==> src/rtl/fix_checksum_check.sv <==
// Receive-side FIX checksum verifier: sums each inbound message, parses the
// trailing <SOH>10=ddd<SOH> field and reports one verdict per message.
module fix_checksum_check (
  input  logic       clk,
  input  logic       rst,
  input  logic [7:0] data_i,
  input  logic       valid_i,
  input  logic       sop_i,
  output logic       done_o,
  output logic [1:0] err_code_o,
  output logic [7:0] calc_checksum_o,
  output logic [9:0] rcv_value_o
);

  localparam logic [7:0] SOH   = 8'h01;
  localparam logic [7:0] EQ    = 8'h3D;
  localparam logic [7:0] ASC_0 = 8'h30;
  localparam logic [7:0] ASC_1 = 8'h31;
  localparam logic [7:0] ASC_9 = 8'h39;

  localparam logic [1:0] ERR_OK       = 2'b00;
  localparam logic [1:0] ERR_MISMATCH = 2'b01;
  localparam logic [1:0] ERR_FORMAT   = 2'b10;
  localparam logic [1:0] ERR_ABORT    = 2'b11;

  typedef enum logic [3:0] {
    S_IDLE, S_BODY, S_T1, S_T0, S_TEQ, S_D0, S_D1, S_D2, S_TERM
  } state_t;

  state_t     r_state;
  logic [7:0] r_sum;
  logic [7:0] r_snap;
  logic [9:0] r_acc;
  logic       r_done;
  logic [1:0] r_err;
  logic [7:0] r_calc;
  logic [9:0] r_rcv;

  logic [7:0] w_sumNext;
  logic [9:0] w_accNext;
  logic       w_isSoh;
  logic       w_isDigit;

  assign w_sumNext = r_sum + data_i;
  assign w_isSoh   = (data_i == SOH);
  assign w_isDigit = (data_i >= ASC_0) && (data_i <= ASC_9);
  assign w_accNext = (r_acc << 3) + (r_acc << 1) + {2'b00, data_i - ASC_0};

  // Verdict fields always report the snapshot and accumulator as they stood
  // before the deciding byte, which is what makes ABORT show the old message.
  always_ff @(posedge clk) begin
    if (rst) begin
      r_state <= S_IDLE;
      r_sum   <= 8'd0;
      r_snap  <= 8'd0;
      r_acc   <= 10'd0;
      r_done  <= 1'b0;
      r_err   <= ERR_OK;
      r_calc  <= 8'd0;
      r_rcv   <= 10'd0;
    end else begin
      r_done <= 1'b0;
      if (valid_i) begin
        if (sop_i) begin
          if (r_state != S_IDLE) begin
            r_done <= 1'b1;
            r_err  <= ERR_ABORT;
            r_calc <= r_snap;
            r_rcv  <= r_acc;
          end
          r_sum <= data_i;
          if (w_isSoh) begin
            r_snap  <= data_i;
            r_state <= S_T1;
          end else begin
            r_state <= S_BODY;
          end
        end else begin
          case (r_state)
            S_IDLE: begin
            end
            // A partial tag match is still body content, so it is always summed.
            S_BODY, S_T1, S_T0, S_TEQ: begin
              r_sum <= w_sumNext;
              if (w_isSoh) begin
                r_snap  <= w_sumNext;
                r_state <= S_T1;
              end else if (r_state == S_T1 && data_i == ASC_1) begin
                r_state <= S_T0;
              end else if (r_state == S_T0 && data_i == ASC_0) begin
                r_state <= S_TEQ;
              end else if (r_state == S_TEQ && data_i == EQ) begin
                r_acc   <= 10'd0;
                r_state <= S_D0;
              end else begin
                r_state <= S_BODY;
              end
            end
            S_D0, S_D1, S_D2: begin
              if (w_isDigit) begin
                r_acc <= w_accNext;
                case (r_state)
                  S_D0:    r_state <= S_D1;
                  S_D1:    r_state <= S_D2;
                  default: r_state <= S_TERM;
                endcase
              end else begin
                r_done  <= 1'b1;
                r_err   <= ERR_FORMAT;
                r_calc  <= r_snap;
                r_rcv   <= r_acc;
                r_state <= S_IDLE;
              end
            end
            S_TERM: begin
              r_done <= 1'b1;
              r_calc <= r_snap;
              r_rcv  <= r_acc;
              if (!w_isSoh) begin
                r_err <= ERR_FORMAT;
              end else if (r_acc == {2'b00, r_snap}) begin
                r_err <= ERR_OK;
              end else begin
                r_err <= ERR_MISMATCH;
              end
              r_state <= S_IDLE;
            end
            default: r_state <= S_IDLE;
          endcase
        end
      end
    end
  end

  assign done_o          = r_done;
  assign err_code_o      = r_err;
  assign calc_checksum_o = r_calc;
  assign rcv_value_o     = r_rcv;

endmodule

==> config.mk <==
export PLATFORM = sky130hd
export DESIGN_NAME = fix_checksum_check
export DESIGN_NICKNAME = d
export VERILOG_FILES = /design/src/rtl/fix_checksum_check.sv
export SDC_FILE = /design/constraint.sdc
export NUM_CORES = 1
export LEC_CHECK = 0
export ABC_AREA = 1
export CAP_MARGIN = 10
export CORE_MARGIN = 2
export CORE_UTILIZATION = 42
export CTS_CLUSTER_SIZE = 24
export DETAILED_ROUTE_END_ITERATION = 7
export GPL_TIMING_DRIVEN = 0
export PLACE_DENSITY = 0.65
export SYNTH_ARGS = -nofsm -noshare
export SYNTH_HDL_FRONTEND = slang
export SYNTH_SLANG_ARGS = --single-unit
==> constraint.sdc <==
create_clock -name clk -period 4 [get_ports clk]
set_input_delay 0.6 -clock clk [delete_from_list [all_inputs] [get_ports clk]]
set_output_delay 0.6 -clock clk [all_outputs]
set_load 0.005 [all_outputs]
After elaboration in Yosys (flattened, before gate mapping)
Index checks and enable logic that the tools add are counted.
{ "totals": {"register_bits": 51, "input_bits": 12, "output_inout_bits": 21, "elab_cells": 93} }
{ "op_classes": {"add_sub_neg": 4, "order_cmp": 2, "eq_ne": 21, "n_mux": 39, "bitwise_logic": 2, "reduce_logical": 17} }
{ "op_table": {"columns": ["cell", "count"], "rows": [
  ["2-to-1 mux 10 bit", 8],
  ["2-to-1 mux 8 bit", 9],
  ["one-hot mux 10 bit (2 select lines)", 2],
  ["equality test 8 x 6 -> 1 bit, second input constant", 3],
  ["equality test 4 x 3 -> 1 bit, second input constant", 4],
  ["one-hot mux 8 bit (2 select lines)", 1],
  ["2-to-1 mux 3 bit", 4],
  ["!= test 2 bit, second input constant", 6],
  ["one-hot mux 4 bit (3 select lines)", 1],
  ["adder 10 bit", 1],
  ["adder 10 x 8 -> 10 bit", 1],
  ["equality test 10 x 8 -> 1 bit", 1],
  ["2-to-1 mux 2 bit", 5],
  ["adder 8 bit", 1],
  ["equality test 4 x 2 -> 1 bit, second input constant", 2],
  ["equality test 8 x 1 -> 1 bit, second input constant", 1],
  ["greater-or-equal comparator 8 x 6 -> 1 bit, second input constant", 1],
  ["less-or-equal comparator 8 x 6 -> 1 bit, second input constant", 1],
  ["2-to-1 mux 4 bit", 2],
  ["one-hot mux 4 bit (2 select lines)", 1],
  ["AND reduction 8 bit", 1],
  ["subtractor 8 x 6 -> 8 bit, second input constant", 1],
  ["equality test 4 x 1 -> 1 bit, second input constant", 1],
  ["equality test 4 bit, second input constant", 1],
  ["other kinds (17)", 26]
]} }

Depth between registers and ports, before layout
Gate-level depths: netlist of run 1.
{ "depth": {"ltp_word": 8, "ltp_mapped": 15, "mapped_depth_nobuf": 15} }

Least setup slack after synthesis of run 1
No wires, ideal clock.
{ "synth_timing": {"kind": "input -> register", "from": "input data_i[4]", "to": "register r_acc[9]", "setup_time_ns": 0.070, "t_arrival_ns": 2.509, "t_required_ns": 3.930, "setup_slack_ns": 1.420, "cell_stages": 13, "n_path_buf": 0, "path_cell_list": "ha_1 > xnor2_1 > fa_1 > ha_1 > a21oi_1 > nor2_1 > nor2_1 > nand2_1 > nand2_1 > nand2_1 > inv_1 > nand2_1 > a21oi_1"} }
{ "synth_between": {"elab_chain_len": 4, "elab_cells_between_ends": 20, "cone_classes": "add/sub (2); order compare (2); eq/ne (9); mux (2); reduce/logical (5)"} }
{ "synth_lines": {"columns": ["element", "line_no", "rtl"], "rows": [
  ["from (decl)", "6", "input logic [7:0] data_i,"],
  ["subtractor 8 x 6 -> 8 bit, or another cell as far along", "47", "assign w_accNext = (r_acc << 3) + (r_acc << 1) + {2'b00, data_i - ASC_0};"],
  ["adder 10 x 8 -> 10 bit, or another cell as far along", "47", null],
  ["2-to-1 mux 10 bit or != test 2 bit (tied branches)", null, null],
  ["one-hot mux 10 bit (2 select lines) or AND reduction 8 bit (tied branches)", null, null],
  ["to (signal assigned)", "101", "r_acc <= w_accNext;"],
  ["to (decl)", "33", "logic [9:0] r_acc;"]
]} }
Several ways; a longest one is shown, not always the timed one. The select of a mux whose other input is x is not followed.
A chain may end at the register's enable or synchronous reset.

Final worst setup path of run 1
{ "layout_timing": {"from": "input data_i[5]", "to": "register r_acc[9]"} }
Same word-level chain as after synthesis.

==> results of run 1 <==
[routing by layer]
layer	vias up	part of all wire (%)	GRT usage, %
li1	1646	-	-
met1	1354	49	25.74
met2	60	46	31.76
met3	8	3.9	3.336
met4	0	1.3	4.534
met5	-	0	0
[through the flow]
step	hold WS, ns	worst slack [ns]	area, µm²	util (%)	cells
2_1_floorplan	0.4491	1.420	3311	-	496
3_3_place_gp	0.4586	0.4702	3749	48.76	629
3_5_place_dp	0.4646	0.5025	3749	48.76	629
4_1_cts	0.4796	0.8390	3870	50.34	637
5_1_grt	0.5060	0.5997	3870	50.34	637
6_report	0.4762	0.8397	3870	50.34	637
[cell usage in the layout (no fill, tap or decap), types with 3 or more instances in the layout]
master	n
sky130_fd_sc_hd__clkdlybuf4s50_1	31
sky130_fd_sc_hd__nand2_1	113
sky130_fd_sc_hd__nand4_1	6
sky130_fd_sc_hd__clkbuf_1	5
sky130_fd_sc_hd__inv_2	4
sky130_fd_sc_hd__clkbuf_8	6
sky130_fd_sc_hd__o21ai_0	36
sky130_fd_sc_hd__nand2_2	6
sky130_fd_sc_hd__dfxtp_1	51
sky130_fd_sc_hd__a21o_1	3
sky130_fd_sc_hd__nand3_1	28
sky130_fd_sc_hd__nor2_4	4
sky130_fd_sc_hd__nor2_1	85
sky130_fd_sc_hd__fa_1	7
sky130_fd_sc_hd__a21oi_1	30
sky130_fd_sc_hd__xor2_1	4
sky130_fd_sc_hd__xnor2_1	6
sky130_fd_sc_hd__inv_1	64
sky130_fd_sc_hd__o21ai_1	7
sky130_fd_sc_hd__ha_1	19
[Yosys cell counts, types with 5 or more instances]
cell type	number
sky130_fd_sc_hd__o21ai_0	36
sky130_fd_sc_hd__dfxtp_1	51
sky130_fd_sc_hd__fa_1	7
sky130_fd_sc_hd__inv_1	64
sky130_fd_sc_hd__nand3_1	28
sky130_fd_sc_hd__nand2_1	113
sky130_fd_sc_hd__ha_1	19
sky130_fd_sc_hd__nor2_1	85
sky130_fd_sc_hd__o21ai_1	7
sky130_fd_sc_hd__clkbuf_1	5
sky130_fd_sc_hd__a21oi_1	30
sky130_fd_sc_hd__nand4_1	6
sky130_fd_sc_hd__xnor2_1	6
sky130_fd_sc_hd__nand2_2	6
[sequential cells by signal, summed over array words and instances (netlist names)]
| register | flops |
|---|---|
| calc_checksum_o | 8 |
| r_acc | 10 |
| r_snap | 8 |
| r_sum | 8 |
| done_o | 1 |
| rcv_value_o | 10 |
| r_state | 4 |
| err_code_o | 2 |
[worst reg2reg max path: stages, from the launching register on]
cell                      delay [ns]
sky130_fd_sc_hd__dfxtp_1        0.46
sky130_fd_sc_hd__inv_1          0.10
sky130_fd_sc_hd__fa_1           0.57
sky130_fd_sc_hd__inv_1          0.06
sky130_fd_sc_hd__ha_1           0.28
sky130_fd_sc_hd__nand2_1        0.06
sky130_fd_sc_hd__inv_1          0.05
sky130_fd_sc_hd__nand2_1        0.05
sky130_fd_sc_hd__nand2_1        0.08
sky130_fd_sc_hd__nand2_1        0.08
sky130_fd_sc_hd__nand2_1        0.06
sky130_fd_sc_hd__nand2_1        0.05
sky130_fd_sc_hd__nand2_1        0.06
sky130_fd_sc_hd__inv_1          0.05
sky130_fd_sc_hd__nand2_1        0.04
sky130_fd_sc_hd__a21oi_1        0.12
[cells by family (layout without fill, tap and decap cells)]
logic type | Yosys count | count (layout) | synth area share, %
DFF | 51 | 51 | 30.84
adders and majority gates | 26 | 26 | 11.41
buffers and inverters | 80 | 119 | 10.20
and+or+nand+nor | 250 | 250 | 32.50
AOI/OAI and AO/OA | 79 | 79 | 12.40
xor gates and xnor gates | 10 | 10 | 2.645
[area by class of cell]
| class | count | share of cell area, % |
|---|---|---|
| Buffer | 10 | 1.811 |
| Inverter | 70 | 6.919 |
| Timing Repair Buffer | 31 | 8.018 |
| Clock buffer | 6 | 2.134 |
| Tap cell | 102 | 3.298 |
| Clock inverter | 2 | 1.002 |
| Sequential cell | 51 | 26.38 |
| Multi-Input combinational cell | 365 | 50.44 |
[where the power goes]
group | switching, µW | internal [µW]
registers | 16.1 | 536
logic | 150 | 113
clock network | 186 | 206
total | 352 | 855
[final timing paths]
check | depth (start not counted) | slack (ns) | endpoint
setup / recovery | 14 | 0.84 | r_acc[9]
hold / removal | 2 | 0.48 | r_sum[2]
hold reg to reg | 2 | 0.48 | r_sum[2]
setup reg to reg | 15 | 1.73 | r_acc[9]
==> impl_metrics.sql, run 1 <==
INSERT INTO impl_metrics (metric_group, metric, value, unit) VALUES
('status', 'outcome', 'finished clean', ''),
('global_route', 'globalRouteTotalUtil', '19.09', '%'),
('timing', 'post-route-min-period', '3.160', 'ns'),
('worst_setup_path', 'critPathTopFamily', 'adder cells', ''),
('worst_setup_path', 'most_used_cell_cp', 'sky130_fd_sc_hd__nand2_1', ''),
('global_route', 'grt_start_max_net_pins', '17', ''),
('timing', 'worstMarginPinSlew', '0.5976', 'ns'),
('worst_setup_path', 'startpoint', 'data_i[5]', ''),
('clocking', 'cts_post_setup_buffers_inserted', '0', ''),
('worst_setup_path', 'cpPeakStageDelay', '0.53', 'ns'),
('synthesis', 'ys_types', '34', ''),
('routing', 'routed_via_density', '4.816', ''),
('global_route', 'grt_pass1_vias', '2843', ''),
('die', 'core.rowCount', '32', ''),
('clocking', 'cts_htree_levels', '2', ''),
('worst_setup_path', 'crit_path_start_kind', 'primary input', ''),
('layout', 'antenna_cells', '0', ''),
('global_route', 'grt-ovfl-total', '0', ''),
('flow_run', 'maxCapViolations', '0', ''),
('synthesis', 'proportion_of_netlist_area_held_by_the_largest_area_contributor', '30.84', '%'),
('clocking', 'clockRootBuffer', 'sky130_fd_sc_hd__clkbuf_8', ''),
('worst_setup_path', 'reg2reg_start', 'r_acc[2]', ''),
('timing', 'finalHoldViolations', '0', ''),
('worst_setup_path', 'crit_arrival', '3.41', 'ns'),
('die', 'core_area', '7687', 'µm²'),
('timing', 'fin_crit_sh', '79.01', '%'),
('synthesis', 'syn_nets', '534', ''),
('die', 'design.portCount', '33', ''),
('synthesis', 'synth-seq-cells', '51', ''),
('worst_setup_path', 'critPathCaptureType', 'flop', ''),
('pwr', 'p_per_area', '311.7', 'nW/µm²'),
('clocking', 'cts.sinks', '51', ''),
('layout', 'multiInputGateArea', '1952', 'µm²'),
('worst_setup_path', 'critical_path.cell_chain', 'clkdlybuf4s50_1, ha_1, xnor2_1, fa_1, ha_1, a21oi_1, nor2_1, nor2_1, nand2_1, nand2_1, nand2_1, inv_1, nand2_1, a21oi_1', ''),
('die', 'initial_core_util', '43.07', '%'),
('timing', 'drv_slew', '0', ''),
('global_route', 'grt_first_pass_wirelength', '13220', 'µm'),
('synthesis', 'yosys.area.top_type', 'sky130_fd_sc_hd__dfxtp_1', ''),
('layout', 'area_overhead_vs_synth', '16.89', '%'),
('routing', 'drc_errors', '0', ''),
('synthesis', 'synth_enable_flop_cells', '0', ''),
('synthesis', 'synth-main-ff-cell', 'sky130_fd_sc_hd__dfxtp_1', ''),
('pwr', 'leakagePower', '0.001821', 'µW'),
('layout', 'sequential_cell_area', '1021', 'µm²'),
('worst_hold_path', 'holdCritPathClass', 'reg2reg', ''),
('synthesis', 'synth_async_reset_ratio', '0', '%'),
('worst_setup_path', 'critical_path_class', 'in2reg', ''),
('clocking', 'clk-insertion-delay-late', '0.32', 'ns'),
('timing', 'finalSetupTns', '0', 'ns'),
('synthesis', 'synth.yosys.warnings', '0', ''),
('die', 'floorplan.die.width', '92.79', 'µm'),
('clocking', 'post_cts_resize_count', '0', ''),
('pwr', 'ir_worst_vdd', '0.1427', 'mV'),
('clocking', 'tritoncts', 'done', ''),
('layout', 'final_net_count', '572', ''),
('clocking', 'max-clock-path-buffers', '2', ''),
('synthesis', 'seq_area_frac_synth', '30.84', '%'),
('placed_design', 'dp.final_hpwl', '6121', 'µm'),
('routing', 'totalWireLength', '7758', 'µm'),
('routing', 'final_antenna_net_count', '0', ''),
('timing', 'count_of_endpoints_failing_setup_in_the_final_report', '0', ''),
('routing', 'routed-via-count', '3068', ''),
('timing', 'timing.slew.headroom', '59.74', '%'),
('synthesis', 'synth.top_cells.by_area', 'sky130_fd_sc_hd__dfxtp_1 31%, sky130_fd_sc_hd__nand2_1 13%, sky130_fd_sc_hd__nor2_1 9.6%', ''),
('synthesis', 'synthesis.area', '3311', 'µm²'),
('routing', 'routed_wire_length_per_instance', '12.18', 'µm'),
('worst_setup_path', 'critical_path_required', '4.25', 'ns'),
('worst_setup_path', 'cp_slowest_cell', 'sky130_fd_sc_hd__clkdlybuf4s50_1', ''),
('placed_design', 'place.gp.congestion', '0.8995', ''),
('placed_design', 'numPortBuffers', '31', ''),
('synthesis', 'post_synth_inst_count', '496', '');
No activity file was read; power rests on OpenSTA's default activity.
==> run 2: changes to the inputs <==
PLACE_DENSITY = 0.67   (was 0.65)
clock period = 2.59 ns   (was 4 ns; I/O delays follow)
==> impl_metrics.sql, run 2 (synthesis gave the netlist of run 1 again) <==
INSERT INTO impl_metrics (metric_group, metric, value, unit) VALUES
('status', 'outcome', 'finished clean', ''),
('timing', 'post-route-min-period', '2.445', 'ns'),
('timing', 'whs', '0.4849', 'ns'),
('placed_design', 'dpl_worst_slack', '-0.7656', 'ns'),
('die', 'initial_core_util', '43.07', '%'),
('clocking', 'clk-insertion-delay-late', '0.31', 'ns'),
('worst_setup_path', 'crit_path_start_kind', 'primary input', ''),
('clocking', 'clockRootBuffer', 'sky130_fd_sc_hd__clkbuf_8', ''),
('pwr', 'ir_worst_vdd', '0.2082', 'mV'),
('pwr', 'leakagePower', '0.001832', 'µW'),
('timing', 'fin_ws', '0.1450', 'ns'),
('clocking', 'tritoncts', 'done', ''),
('layout', 'area_overhead_vs_synth', '16.70', '%'),
('layout', 'antenna_cells', '0', ''),
('flow_run', 'maxCapViolations', '0', ''),
('timing', 'finalHoldViolations', '0', ''),
('worst_setup_path', 'critical_path.max_fanout', '6', ''),
('worst_setup_path', 'startpoint', 'data_i[6]', ''),
('die', 'core_area', '7687', 'µm²'),
('timing', 'final_skew', '0.01164', 'ns'),
('timing', 'count_of_endpoints_failing_setup_in_the_final_report', '0', ''),
('layout', 'multiInputGateArea', '1976', 'µm²'),
('routing', 'routed_via_density', '4.918', ''),
('layout', 'final_layout_size_suffix_gt1_share', '7.664', '%'),
('worst_hold_path', 'holdCritPathClass', 'reg2reg', ''),
('pwr', 'p_per_area', '456.6', 'nW/µm²'),
('global_route', 'grt_pass1_vias', '2900', ''),
('layout', 'layout.filler_cells', '789', ''),
('worst_setup_path', 'reg2reg_start', 'r_acc[2]', ''),
('layout', 'mostFrequentLayoutCell', 'sky130_fd_sc_hd__nand2_1', ''),
('timing', 'rsz_0062_raised_after_global_routing', 'false', ''),
('worst_setup_path', 'critical_path_required', '2.83', 'ns'),
('placed_design', 'numPortBuffers', '31', ''),
('placed_design', 'dp_cells', '629', ''),
('clocking', 'cts_htree_levels', '2', ''),
('worst_setup_path', 'reg2reg_setup_slack', '0.31', 'ns'),
('clocking', 'max-clock-path-buffers', '2', ''),
('routing', 'final_antenna_net_count', '0', ''),
('global_route', 'globalRouteTotalUtil', '18.98', '%'),
('layout', 'sequential_cell_area', '1021', 'µm²'),
('die', 'core.rowCount', '32', ''),
('routing', 'routed-via-count', '3133', ''),
('timing', 'fin_crit_sh', '94.40', '%'),
('layout', 'final_net_count', '572', ''),
('routing', 'drc_errors', '0', ''),
('layout', 'finalNonFillerCells', '637', ''),
('die', 'floorplan.die.width', '92.79', 'µm'),
('worst_setup_path', 'crit_arrival', '2.68', 'ns'),
('clocking', 'cts_made_buffers', '5', ''),
('clocking', 'clk_pin_slew', '0.10', 'ns'),
('timing', 'timing.slew.headroom', '59.42', '%'),
('placed_design', 'place.gp.congestion', '0.9310', ''),
('timing', 'fmaxAchievable', '0.4090', 'GHz'),
('timing', 'drv_slew', '0', ''),
('global_route', 'grt_first_pass_wirelength', '13140', 'µm'),
('die', 'chipHeight', '92.79', 'µm'),
('die', 'die_area', '8609', 'µm²'),
('placed_design', 'dp.final_hpwl', '6213', 'µm'),
('routing', 'firstDrtPassIters', '4', ''),
('worst_hold_path', 'worstHoldStart', 'r_sum[2]', ''),
('clocking', 'cts-hold-fix-buffers', '0', ''),
('global_route', 'antenna_found_initial', '0', ''),
('global_route', 'grt-ovfl-total', '0', ''),
('timing', 'worstMarginPinSlew', '0.6088', 'ns'),
('layout', 'layout_common_cells', '113 x sky130_fd_sc_hd__nand2_1, 85 x sky130_fd_sc_hd__nor2_1, 63 x sky130_fd_sc_hd__inv_1', ''),
('routing', 'drt_iter0_drc', '121', ''),
('routing', 'routed_wire_length_per_instance', '12.38', 'µm'),
('die', 'design.portCount', '33', ''),
('global_route', 'grt_start_max_net_pins', '19', ''),
('routing', 'totalWireLength', '7888', 'µm'),
('timing', 'finalSetupTns', '0', 'ns'),
('worst_setup_path', 'critical_path_class', 'in2reg', ''),
('clocking', 'cts.sinks', '51', ''),
('worst_setup_path', 'critPathCaptureType', 'flop', '');
==> run 2: changes by cell type in the layout (fill, tap and decap cells not counted), moves of 2 or more <==
cell                              previous run  this run
sky130_fd_sc_hd__ha_2                        0         2
sky130_fd_sc_hd__clkinv_4                    0         2
sky130_fd_sc_hd__clkdlybuf4s50_1            31        26
sky130_fd_sc_hd__clkbuf_2                    0         2
sky130_fd_sc_hd__ha_1                       19        17
sky130_fd_sc_hd__dlymetal6s2s_1              0         2
==> run 2: path summary, 6_finish.rpt <==
| kind | end | cells past startpoint |
|---|---|---|
| hold / removal | r_sum[2] | 2 |
| setup reg to reg | r_acc[9] | 15 |
| setup / recovery | r_acc[9] | 14 |
| hold reg to reg | r_sum[2] | 2 |
==> run 2: layout make-up <==
class	count	share of cell area (%)
Buffer	10	1.813
Timing Repair Buffer	31	7.869
Clock inverter	3	0.7448
Multi-Input combinational cell	365	51.13
Sequential cell	51	26.42
Clock buffer	5	1.781
Tap cell	102	3.303
Inverter	70	6.930
==> run 2: where the power goes <==
group	switching (µW)	leakage [µW]	internal (µW)
Sequential	24.7	0.000415	827
Clock	300	0.0000502	201
Combinational	236	0.00137	175
Total	561	0.00183	1200
==> run 2: what timing repair did <==
action                     CTS  global route
resized for setup            7             8
pin swaps                    0             0
buffers inserted             0             0
setup endpoints to repair    4             5
==> run 2: metrics by stage <==
stage | util [%] | total power, µW | instance area, µm²
floorplan | - | 1134 | 3311
global placement | 48.76 | 1270 | 3749
detailed placement | 48.76 | 1280 | 3749
CTS | 50.26 | 1780 | 3864
global route | 50.26 | 1871 | 3864
finish | 50.26 | 1764 | 3864
==> run 2: critical path, cell delays in order <==
cell and delay [ns]:
sky130_fd_sc_hd__dlygate4sd2_1 0.32, sky130_fd_sc_hd__a21oi_1 0.23, sky130_fd_sc_hd__xor2_2 0.21, sky130_fd_sc_hd__fa_1 0.45, sky130_fd_sc_hd__ha_1 0.39, sky130_fd_sc_hd__nand2_1 0.11
sky130_fd_sc_hd__nor2_1 0.05, sky130_fd_sc_hd__nor2_1 0.12, sky130_fd_sc_hd__nand2_1 0.07, sky130_fd_sc_hd__nand2_1 0.06, sky130_fd_sc_hd__nand2_1 0.06, sky130_fd_sc_hd__inv_1 0.06
sky130_fd_sc_hd__nand2_1 0.05, sky130_fd_sc_hd__a21oi_1 0.12
==> run 2: metal layers <==
metal  up-vias  share of wire, %  track usage (%)
li1       1633                 -                -
met1      1407                49            25.56
met2        76                45            31.46
met3        17               3.6            2.441
met4         0               2.0            6.250
met5         -                 0                0
==> run 3: changes to the inputs <==
HOLD_SLACK_MARGIN = 0.06   (was default)
==> results of run 3 <==
Final layout, timing and power as in run 2 (identical DEF).
